<file path="config.mk">
export PLATFORM = sky130hd
export DESIGN_NAME = srio_swrite_unpack_mc_flat
export DESIGN_NICKNAME = d
export VERILOG_FILES = /design/src/rtl/srio_swrite_unpack_mc_if.sv /design/src/rtl/srio_swrite_unpack_mc.sv /design/src/flat_wrapper.sv
export SDC_FILE = /design/constraint.sdc
export NUM_CORES = 1
export LEC_CHECK = 0
export ABC_AREA = 0
export CELL_PAD_IN_SITES_DETAIL_PLACEMENT = 0
export CELL_PAD_IN_SITES_GLOBAL_PLACEMENT = 2
export CORE_ASPECT_RATIO = 1.2
export CORE_UTILIZATION = 21
export CTS_CLUSTER_DIAMETER = 30
export DETAILED_ROUTE_END_ITERATION = 10
export PLACE_DENSITY_LB_ADDON = 0.15
export SLEW_MARGIN = 20
export SYNTH_ARGS = -nofsm -noshare
export SYNTH_HDL_FRONTEND = slang
export SYNTH_SLANG_ARGS = --single-unit
export TNS_END_PERCENT = 100
</file>
<file path="constraint.sdc">
create_clock -name AXIS_ACLK -period 8.12 [get_ports AXIS_ACLK]
set_clock_uncertainty 0.2 [all_clocks]
set_input_delay 2.03 -clock AXIS_ACLK [delete_from_list [all_inputs] [get_ports AXIS_ACLK]]
set_output_delay 2.03 -clock AXIS_ACLK [all_outputs]
set_load 0.05 [all_outputs]
</file>
<file path="src/rtl/srio_swrite_unpack_mc_if.sv">
// AXI4-Stream bundle shared by the SWRITE unpacker input and output.
// The master modport drives the payload fields; the slave modport drives TREADY.
interface srio_swrite_unpack_mc_if #(
  parameter int unsigned DATA_WIDTH  = 64,
  parameter int unsigned TDEST_WIDTH = 4
);
  logic                   TVALID;
  logic                   TREADY;
  logic                   TLAST;
  logic [DATA_WIDTH-1:0]  TDATA;
  logic [TDEST_WIDTH-1:0] TDEST;
  logic                   TID;

  modport master (output TVALID, TLAST, TDATA, TDEST, TID, input TREADY);
  modport slave  (input TVALID, TLAST, TDATA, TDEST, TID, output TREADY);
endinterface

</file>
<file path="src/rtl/srio_swrite_unpack_mc.sv">
// SRIO SWRITE unpacker: strips the header beat and routes the payload to the matching channel.
// Optional saturating drop counter enabled by defining SRIO_UNPACK_DROP_CNT_EN.
module srio_swrite_unpack_mc #(
  parameter int unsigned DATA_WIDTH  = 64,
  parameter int unsigned NUM_CH      = 4,
  parameter int unsigned TDEST_WIDTH = 4
) (
  input  logic                    AXIS_ACLK,
  input  logic                    AXIS_ARESET,
  srio_swrite_unpack_mc_if.slave  S_AXIS,
  srio_swrite_unpack_mc_if.master M_AXIS,
  input  logic [31:0]             cmd,
  input  logic [32*NUM_CH-1:0]    addr_table,
  input  logic [NUM_CH-1:0]       ch_enable,
  output logic [31:0]             drop_cnt
);

  localparam int unsigned DW = DATA_WIDTH;
  localparam int unsigned TW = TDEST_WIDTH;
  localparam int unsigned AW = 32;

  typedef enum logic [2:0] {IDLE, HDR, PAYLOAD, DROP, RESYNC} state_e;

  state_e          state_q, state_d;
  logic            full_q, full_d;
  logic [DW-1:0]   data_q, data_d;
  logic            last_q, last_d;
  logic            mid_q, mid_d;
  logic [TW-1:0]   tdest_q, tdest_d;
  logic            m_valid_q, m_valid_d;
  logic            rdy_en_q;
  logic            drain;
  logic            accept;
  logic            drop_inc;
  logic            s_ready_c;
  logic            start;
  logic            abort;
  logic            hit;
  logic [TW-1:0]   hit_idx;
  logic            unused_ok;

  assign start = cmd[0];
  assign abort = cmd[1];

  // Parallel address compare; iterating downwards leaves the lowest matching slot.
  always_comb begin
    hit     = 1'b0;
    hit_idx = '0;
    for (int k = int'(NUM_CH) - 1; k >= 0; k--) begin
      if (ch_enable[k] && (addr_table[AW*k +: AW] == data_q[AW-1:0])) begin
        hit     = 1'b1;
        hit_idx = TW'(k);
      end
    end
  end

  always_comb begin
    state_d  = state_q;
    mid_d    = mid_q;
    tdest_d  = tdest_q;
    drain    = 1'b0;
    drop_inc = 1'b0;
    unique case (state_q)
      IDLE: if (start) state_d = mid_q ? RESYNC : HDR;
      HDR: begin
        if (full_q) begin
          drain = 1'b1;
          if (last_q) begin
            drop_inc = 1'b1;
          end else if (hit) begin
            tdest_d = hit_idx;
            state_d = PAYLOAD;
          end else begin
            drop_inc = 1'b1;
            state_d  = DROP;
          end
        end
      end
      PAYLOAD: begin
        if (m_valid_q && M_AXIS.TREADY) begin
          drain = 1'b1;
          if (last_q) state_d = HDR;
        end
      end
      DROP, RESYNC: begin
        if (full_q) begin
          drain = 1'b1;
          if (last_q) state_d = HDR;
        end
      end
      default: state_d = IDLE;
    endcase
    if (drain) mid_d = ~last_q;
    // Abort freezes consumption and withdraws any presented beat.
    if (abort) begin
      state_d  = IDLE;
      drain    = 1'b0;
      drop_inc = 1'b0;
      mid_d    = mid_q;
      tdest_d  = tdest_q;
    end
  end

  assign s_ready_c = rdy_en_q && (!full_q || drain);
  assign accept    = S_AXIS.TVALID && s_ready_c;
  assign full_d    = accept ? 1'b1 : (drain ? 1'b0 : full_q);
  assign data_d    = accept ? S_AXIS.TDATA : data_q;
  assign last_d    = accept ? S_AXIS.TLAST : last_q;
  assign m_valid_d = (state_d == PAYLOAD) && full_d;

  always_ff @(posedge AXIS_ACLK or posedge AXIS_ARESET) begin
    if (AXIS_ARESET) begin
      state_q   <= IDLE;
      full_q    <= 1'b0;
      data_q    <= '0;
      last_q    <= 1'b0;
      mid_q     <= 1'b0;
      tdest_q   <= '0;
      m_valid_q <= 1'b0;
      rdy_en_q  <= 1'b0;
    end else begin
      state_q   <= state_d;
      full_q    <= full_d;
      data_q    <= data_d;
      last_q    <= last_d;
      mid_q     <= mid_d;
      tdest_q   <= tdest_d;
      m_valid_q <= m_valid_d;
      rdy_en_q  <= 1'b1;
    end
  end

  assign S_AXIS.TREADY = s_ready_c;
  assign M_AXIS.TVALID = m_valid_q;
  assign M_AXIS.TDATA  = data_q;
  assign M_AXIS.TLAST  = last_q;
  assign M_AXIS.TDEST  = tdest_q;
  assign M_AXIS.TID    = tdest_q[0];

`ifdef SRIO_UNPACK_DROP_CNT_EN
  logic [31:0] drop_cnt_q;

  always_ff @(posedge AXIS_ACLK or posedge AXIS_ARESET) begin
    if (AXIS_ARESET) begin
      drop_cnt_q <= '0;
    end else if (drop_inc && (drop_cnt_q != 32'hFFFF_FFFF)) begin
      drop_cnt_q <= drop_cnt_q + 32'd1;
    end
  end

  assign drop_cnt = drop_cnt_q;
`else
  assign drop_cnt = '0;
`endif

  assign unused_ok = ^{cmd[31:2], S_AXIS.TDEST, S_AXIS.TID, drop_inc};

endmodule

</file>
<file path="src/flat_wrapper.sv">
// flat-port wrapper written by rule: the top's interface ports become plain ports
module srio_swrite_unpack_mc_flat 
#(
  parameter int unsigned DATA_WIDTH  = 64,
  parameter int unsigned NUM_CH      = 4,
  parameter int unsigned TDEST_WIDTH = 4
)
  (AXIS_ACLK, AXIS_ARESET, cmd, addr_table, ch_enable, drop_cnt, S_AXIS_TVALID, S_AXIS_TLAST, S_AXIS_TDATA, S_AXIS_TDEST, S_AXIS_TID, S_AXIS_TREADY, M_AXIS_TVALID, M_AXIS_TLAST, M_AXIS_TDATA, M_AXIS_TDEST, M_AXIS_TID, M_AXIS_TREADY);
  srio_swrite_unpack_mc_if #(.DATA_WIDTH(DATA_WIDTH), .TDEST_WIDTH(TDEST_WIDTH)) S_AXIS_i ();
  srio_swrite_unpack_mc_if #(.DATA_WIDTH(DATA_WIDTH), .TDEST_WIDTH(TDEST_WIDTH)) M_AXIS_i ();
  input  logic AXIS_ACLK;
  input  logic AXIS_ARESET;
  input  logic [31:0] cmd;
  input  logic [32*NUM_CH-1:0] addr_table;
  input  logic [NUM_CH-1:0] ch_enable;
  output logic [31:0] drop_cnt;
  input wire logic [$bits(S_AXIS_i.TVALID)-1:0] S_AXIS_TVALID;
  input wire logic [$bits(S_AXIS_i.TLAST)-1:0] S_AXIS_TLAST;
  input wire logic [$bits(S_AXIS_i.TDATA)-1:0] S_AXIS_TDATA;
  input wire logic [$bits(S_AXIS_i.TDEST)-1:0] S_AXIS_TDEST;
  input wire logic [$bits(S_AXIS_i.TID)-1:0] S_AXIS_TID;
  output wire logic [$bits(S_AXIS_i.TREADY)-1:0] S_AXIS_TREADY;
  output wire logic [$bits(M_AXIS_i.TVALID)-1:0] M_AXIS_TVALID;
  output wire logic [$bits(M_AXIS_i.TLAST)-1:0] M_AXIS_TLAST;
  output wire logic [$bits(M_AXIS_i.TDATA)-1:0] M_AXIS_TDATA;
  output wire logic [$bits(M_AXIS_i.TDEST)-1:0] M_AXIS_TDEST;
  output wire logic [$bits(M_AXIS_i.TID)-1:0] M_AXIS_TID;
  input wire logic [$bits(M_AXIS_i.TREADY)-1:0] M_AXIS_TREADY;
  assign S_AXIS_i.TVALID = S_AXIS_TVALID;
  assign S_AXIS_i.TLAST = S_AXIS_TLAST;
  assign S_AXIS_i.TDATA = S_AXIS_TDATA;
  assign S_AXIS_i.TDEST = S_AXIS_TDEST;
  assign S_AXIS_i.TID = S_AXIS_TID;
  assign S_AXIS_TREADY = S_AXIS_i.TREADY;
  assign M_AXIS_TVALID = M_AXIS_i.TVALID;
  assign M_AXIS_TLAST = M_AXIS_i.TLAST;
  assign M_AXIS_TDATA = M_AXIS_i.TDATA;
  assign M_AXIS_TDEST = M_AXIS_i.TDEST;
  assign M_AXIS_TID = M_AXIS_i.TID;
  assign M_AXIS_i.TREADY = M_AXIS_TREADY;
  srio_swrite_unpack_mc #(.DATA_WIDTH(DATA_WIDTH), .NUM_CH(NUM_CH), .TDEST_WIDTH(TDEST_WIDTH)) u_core (.AXIS_ACLK(AXIS_ACLK), .AXIS_ARESET(AXIS_ARESET), .S_AXIS(S_AXIS_i), .M_AXIS(M_AXIS_i), .cmd(cmd), .addr_table(addr_table), .ch_enable(ch_enable), .drop_cnt(drop_cnt));
endmodule
</file>
==> results.py, run 1 <==
metrics = {
    "synth": {
        "syn_area_per_cell_sq_um": 10.7,
        "synth_warnings": 0,
        "synth-seq-cells": 74,
        "synth.cell_area_sq_mm": 0.00478,
        "syn_inst": 445,
        "ys_types": 35,
        "yosysSeqAreaShare_pct": 38.7,
    },
    "sta": {
        "slew_headroom_pct": 33.1,
        "tns_ps": 0,
        "hold_violations": 0,
        "fin_crit_sh_pct": 80.3,
        "worstMarginPinSlew_ps": 1000,
        "fin_crit_ps": 6520,
        "report.final.slew_viol_count": 0,
        "setup_viol": 0,
        "clock.fmax_ghz": 0.153,
        "rsz0062_at_grt": "false",
    },
    "clock_tree": {
        "clock_latency_ps": 350,
        "clockBufferDepth": 2,
        "clockRootBuffer": "clkbuf_16",
        "clkTransAtPathRegs_ps": 60,
        "post_cts_buffers": 0,
        "cts_buffers": 9,
        "cts.sinks": 74,
        "htree_num_levels": 3,
        "cts_tree": "built",
        "cts_resized": 0,
        "holdBufCountCts": 0,
    },
    "placed_design": {
        "dp_hpwl_microns": 15100,
        "gp_congestion": 0.770,
        "place_area_sq_mm": 0.00750,
        "port_buffers": 272,
    },
    "pwr": {
        "p_seq_share_pct": 28.3,
        "pwr-share-comb_pct": 56.1,
        "leakage_nw": 3.15,
        "power_density_mw_per_mm2": 384,
        "power.share.clock_pct": 15.6,
        "p_sw_w": 0.00146,
        "internal-power_w": 0.00155,
        "peakVddDrop_uv": 165,
        "swShare_pct": 48.4,
    },
    "routing": {
        "drtAntennaViolNets": 0,
        "vias": 4017,
        "viasPerCell": 4.15,
        "wire_per_inst_microns": 19.1,
        "drc_errors": 0,
        "firstDrtPassIters": 4,
        "wl_microns": 18500,
        "first_iter_violations": 104,
    },
    "floorplan": {
        "initial_core_util_pct": 21.4,
        "rows": 60,
        "io_pins": 342,
        "die_area_sq_mm": 0.0234,
        "die_w_microns": 140,
        "die_h_microns": 167,
        "core_area_sq_mm": 0.0224,
    },
    "critical_path": {
        "cp.required_ps": 5890,
        "crit_fanout": 3,
        "reg2reg_to": "u_core.M_AXIS.TDATA[27]",
        "arrival_ps": 4290,
        "r2r-start": "u_core.state_q[1]",
        "endpoint_kind": "output port",
        "reg2reg_slack_ps": 5050,
        "start_kind": "input pin",
        "r2r_cells": 6,
        "critPathKind": "in -> out",
    },
    "layout": {
        "nets": 923,
        "multi_input_area_sq_mm": 0.00255,
        "synthToLayoutAreaGrowth_pct": 64.0,
        "final_layout_size_suffix_gt1_share_pct": 12.8,
        "finish.instance_area_sq_mm": 0.00784,
        "fillers": 2272,
        "ff_latch_area_sq_mm": 0.00185,
    },
    "min_path": {
        "hold_path_depth": 1,
        "min-delay-start": "u_core.M_AXIS.TDATA[54]",
        "min_to": "u_core.M_AXIS.TDATA[54]",
        "min_path_type": "reg -> reg",
    },
    "global_route": {
        "grt_pass1_wl_microns": 27000,
        "antenna_found_initial": 0,
        "grt-ovfl-total": 0,
        "grt_start_max_net_pins": 66,
        "grt_pass1_vias": 4325,
        "grtUsageTotal_pct": 16.0,
    },
    "outcome": {
        "outcome": "complete, no violations",
    },
    "run": {
        "cap_violations": 0,
    },
}
-- state kept, by name (all words and copies together), names as in the netlist --
register,count
u_core.full_q,1
u_core.M_AXIS.TLAST,1
u_core.state_q,3
u_core.mid_q,1
u_core.M_AXIS.TDEST,2
u_core.M_AXIS.TDATA,64
u_core.rdy_en_q,1
u_core.M_AXIS.TVALID,1
-- worst max path at each step --
stage,start,to,slack [ps],depth (start not counted)
2_1_floorplan,M_AXIS_TREADY,S_AXIS_TREADY,2910,5
3_3_place_gp,M_AXIS_TREADY,S_AXIS_TREADY,1570,7
3_5_place_dp,M_AXIS_TREADY,S_AXIS_TREADY,1600,7
4_1_cts,M_AXIS_TREADY,S_AXIS_TREADY,1580,7
5_1_grt,M_AXIS_TREADY,S_AXIS_TREADY,1430,7
6_report,M_AXIS_TREADY,S_AXIS_TREADY,1600,7
-- area by class of cell --
class                   count  share of cell area [%]
repair buffers            273                    34.8
multi-input cells         322                    32.5
flip-flops and latches     74                    23.6
well taps                 279                    4.45
clock buffers               9                    2.87
clock inverters             6                    1.45
inverters                   5                   0.255
diodes                      1                  0.0319
-- routing by layer --
layer	vias to the layer above	share of wire, %	global-route usage, %
met2	178	51	28.1
met5	-	0	0
met4	0	2.9	6.74
met3	33	6.6	4.52
li1	1896	-	-
met1	1910	39	17.9
-- synth_stat cells, drive strengths merged --
library cell | n | area [sq um]
and2 | 1 | 6.26
or4b | 1 | 10.0
inv | 5 | 18.8
nand2 | 10 | 37.5
a21o | 1 | 7.51
nand4 | 13 | 81.3
a31o | 1 | 8.76
nor4 | 21 | 131
xnor2 | 44 | 393
nor3 | 4 | 20.0
buf | 55 | 405
o22ai | 1 | 6.26
conb | 2 | 7.51
a21oi | 11 | 55.1
and3 | 2 | 13.8
o31ai | 1 | 7.51
nand3b | 1 | 7.51
a2bb2oi | 2 | 17.5
o21ai | 5 | 25.0
dfrtp | 74 | 1850
a311oi | 1 | 8.76
nand3 | 10 | 50.1
mux2 | 65 | 732
nor3b | 1 | 7.51
nor2 | 4 | 15.0
clkbuf | 22 | 92.6
or3 | 3 | 23.8
xor2 | 83 | 727
or4 | 1 | 11.3
-- critical path: stages --
cell	delay, ps
clkdlybuf4s50_1	480
nand3_1	100
a21oi_1	160
a21oi_1	50
o21ai_0	440
and2_1	200
clkdlybuf4s50_1	820
-- stage by stage --
step | hold slack (ps) | utilization [%] | instances | total power (W) | setup slack [ps]
floorplan | 270 | - | 478 | 0.00199 | 2910
global placement | 289 | 33.5 | 953 | 0.00257 | 1570
detailed placement | 292 | 33.5 | 953 | 0.00258 | 1600
CTS | 307 | 35.0 | 968 | 0.00307 | 1580
global route | 312 | 35.0 | 968 | 0.00318 | 1430
finish | 305 | 35.0 | 969 | 0.00301 | 1600
-- power groups by stage --
stage	Sequential, W	Clock [W]	Combinational [W]
final	0.000852	0.000472	0.00169
after global routing	0.000893	0.000504	0.00178
after CTS	0.000867	0.000489	0.00171
after detailed placement	0.000874	0	0.00171
after global placement	0.000869	0	0.00170
after floorplan	0.00123	0	0.000758
-- cell families after synthesis --
group | Yosys count | share of synthesized area [%]
other | 2 | 0.157
DFF | 74 | 38.7
AOI/OAI and AO/OA | 23 | 2.85
muxes | 65 | 15.3
buffers and inverters | 82 | 10.8
and+or+nand+nor | 72 | 8.69
xor gates and xnor gates | 127 | 23.4
-- placed cells by master (no fill, tap or decap), drive strengths merged, types with 2 or more instances in the layout --
cell,instances
or3,3
nand2,10
clkinvlp,2
a2bb2oi,2
clkbuf,9
xor2,83
conb,35
dfrtp,74
bufinv,3
clkdlybuf4s50,272
nand4,13
o21ai,5
nand3,10
and3,2
nor2,4
nor3,4
xnor2,44
nor4,21
mux2,65
a21oi,11
inv,5
Note: power is estimated with default switching activity, not from simulation.
==> run 2, diff against run 1 <==
--- a/config.mk
+++ b/config.mk
@@ -9,7 +9,7 @@
 export CELL_PAD_IN_SITES_DETAIL_PLACEMENT = 0
 export CELL_PAD_IN_SITES_GLOBAL_PLACEMENT = 2
 export CORE_ASPECT_RATIO = 1.2
-export CORE_UTILIZATION = 21
+export CORE_UTILIZATION = 17
 export CTS_CLUSTER_DIAMETER = 30
 export DETAILED_ROUTE_END_ITERATION = 10
 export PLACE_DENSITY_LB_ADDON = 0.15
==> constraint.sdc (replaced) <==
create_clock -name AXIS_ACLK -period 5.9 [get_ports AXIS_ACLK]
set_clock_uncertainty 0.2 [all_clocks]
set_input_delay 1.475 -clock AXIS_ACLK [delete_from_list [all_inputs] [get_ports AXIS_ACLK]]
set_output_delay 1.475 -clock AXIS_ACLK [all_outputs]
set_load 0.05 [all_outputs]
==> run 2 against run 1 <==
Effect of this change: via count down 1.4%; sequential share of layout area down 0.31 points; cell area up 1.3%; routed wire length up 7.4%; die area up 23%; clock power up 32%; cell count up 10%; critical path depth unchanged; sequential cell count unchanged; largest cell class unchanged.
==> results.py, run 2 (synthesis results as in run 1) <==
metrics = {
    "outcome": {
        "outcome": "complete, no violations",
    },
    "critical_path": {
        "endpoint_kind": "output port",
        "r2r-start": "u_core.state_q[1]",
        "crit_fanout": 3,
        "start_kind": "input pin",
        "worstSetupStartpoint": "M_AXIS_TREADY",
        "cp.required_ps": 4220,
        "critPathKind": "in -> out",
        "arrival_ps": 3130,
        "r2r_cells": 7,
    },
    "layout": {
        "fillers": 2898,
        "final_cell_mix": "clkdlybuf4s50_1, xor2_1, dfrtp_1",
        "nets": 924,
        "final_common_cell": "clkdlybuf4s50_1",
        "largest_reg_flops": 64,
        "final_cell_count_no_fill": 1067,
        "final_layout_size_suffix_gt1_share_pct": 13.0,
        "synthToLayoutAreaGrowth_pct": 66.2,
        "finish.instance_area_sq_mm": 0.00794,
    },
    "routing": {
        "drc_errors": 0,
        "firstDrtPassIters": 4,
        "viasPerCell": 3.71,
        "wl_microns": 19900,
        "drtAntennaViolNets": 0,
        "wire_per_inst_microns": 18.6,
        "vias": 3961,
        "first_iter_violations": 85,
    },
    "global_route": {
        "grt_start_max_net_pins": 41,
        "grt-ovfl-total": 0,
        "antenna_found_initial": 1,
        "grtUsageTotal_pct": 14.0,
        "grt_pass1_wl_microns": 28300,
        "grt_pass1_vias": 4213,
    },
    "clock_tree": {
        "htree_num_levels": 3,
        "clockBufferDepth": 2,
        "clkTransAtPathRegs_ps": 60,
        "clockRootBuffer": "clkbuf_16",
        "cts_buffers": 9,
        "cts_resized": 0,
        "cts_tree": "built",
        "post_cts_buffers": 0,
        "cts.sinks": 74,
        "holdBufCountCts": 0,
        "clock_latency_ps": 350,
    },
    "floorplan": {
        "die_w_microns": 155,
        "die_area_sq_mm": 0.0288,
        "die_h_microns": 186,
        "rows": 66,
        "io_pins": 342,
        "initial_core_util_pct": 17.5,
        "core_area_sq_mm": 0.0273,
    },
    "placed_design": {
        "place_inst": 1049,
        "gp_congestion": 0.785,
        "place_area_sq_mm": 0.00762,
        "port_buffers": 272,
        "dp_hpwl_microns": 16200,
    },
    "sta": {
        "clock.fmax_ghz": 0.208,
        "setup_viol": 0,
        "fin_crit_ps": 4800,
        "hold_violations": 0,
        "tns_ps": 0,
        "worstMarginPinSlew_ps": 806,
        "report.final.slew_viol_count": 0,
        "fin_crit_sh_pct": 81.4,
        "slew_headroom_pct": 46.2,
        "rsz0062_at_grt": "false",
    },
    "pwr": {
        "peakVddDrop_uv": 323,
        "power_density_mw_per_mm2": 520,
        "leakage_nw": 3.15,
        "power_w": 0.00413,
    },
    "min_path": {
        "hold_path_depth": 1,
        "min-delay-start": "u_core.M_AXIS.TDATA[49]",
        "min_path_type": "reg -> reg",
    },
    "run": {
        "cap_violations": 0,
    },
}
[run 2: per-layer routing]
| layer | track usage, % | vias to the layer above | wire length (microns) |
|---|---|---|---|
| met1 | 16.8 | 1877 | 8300 |
| met4 | 5.70 | 0 | 347 |
| met3 | 2.58 | 15 | 951 |
| li1 | - | 1909 | - |
| met5 | 0 | - | 0 |
| met2 | 24.4 | 160 | 10300 |
[run 2: layout make-up]
type                    count  area (sq um)  area share (%)
clock buffers              10           229            2.88
flip-flops and latches     74          1850            23.3
clock inverters             6          87.6            1.10
inverters                   5          20.0           0.252
multi-input cells         322          2550            32.1
well taps                 374           468            5.89
repair buffers            274          2740            34.4
diodes                      2          5.00          0.0630
[run 2: worst max-delay path, cell delays in order]
cell	delay, ps
clkdlybuf4s50_1	480
nand3_1	110
a21oi_1	170
a21oi_1	50
o21ai_0	440
and2_1	200
buf_4	200
[run 2: path summary, 6_finish.rpt]
check / slack (ps) / to
setup reg to reg: 2960 / u_core.M_AXIS.TDATA[6]
min in group asynchronous: 1380 / u_core.M_AXIS.TDATA[33]
max in group asynchronous: 3120 / u_core.M_AXIS.TDATA[54]
hold reg to reg: 300 / u_core.M_AXIS.TDATA[49]
hold / removal: 300 / u_core.M_AXIS.TDATA[49]
setup / recovery: 1100 / S_AXIS_TREADY
[run 2: power by group]
part	internal [W]	leakage [nW]	switching (W)
Clock	0.000373	0.157	0.000248
Sequential	0.000746	0.888	0.000442
Combinational	0.000977	2.10	0.00134
[run 2: through the flow]
| step | hold slack [ps] | utilization (%) | worst slack (ps) |
|---|---|---|---|
| 2_1_floorplan | 270 | - | 1800 |
| 3_3_place_gp | 291 | 27.9 | 1060 |
| 3_5_place_dp | 293 | 27.9 | 1090 |
| 4_1_cts | 308 | 29.0 | 1080 |
| 5_1_grt | 327 | 29.1 | 980 |
| 6_report | 305 | 29.1 | 1100 |
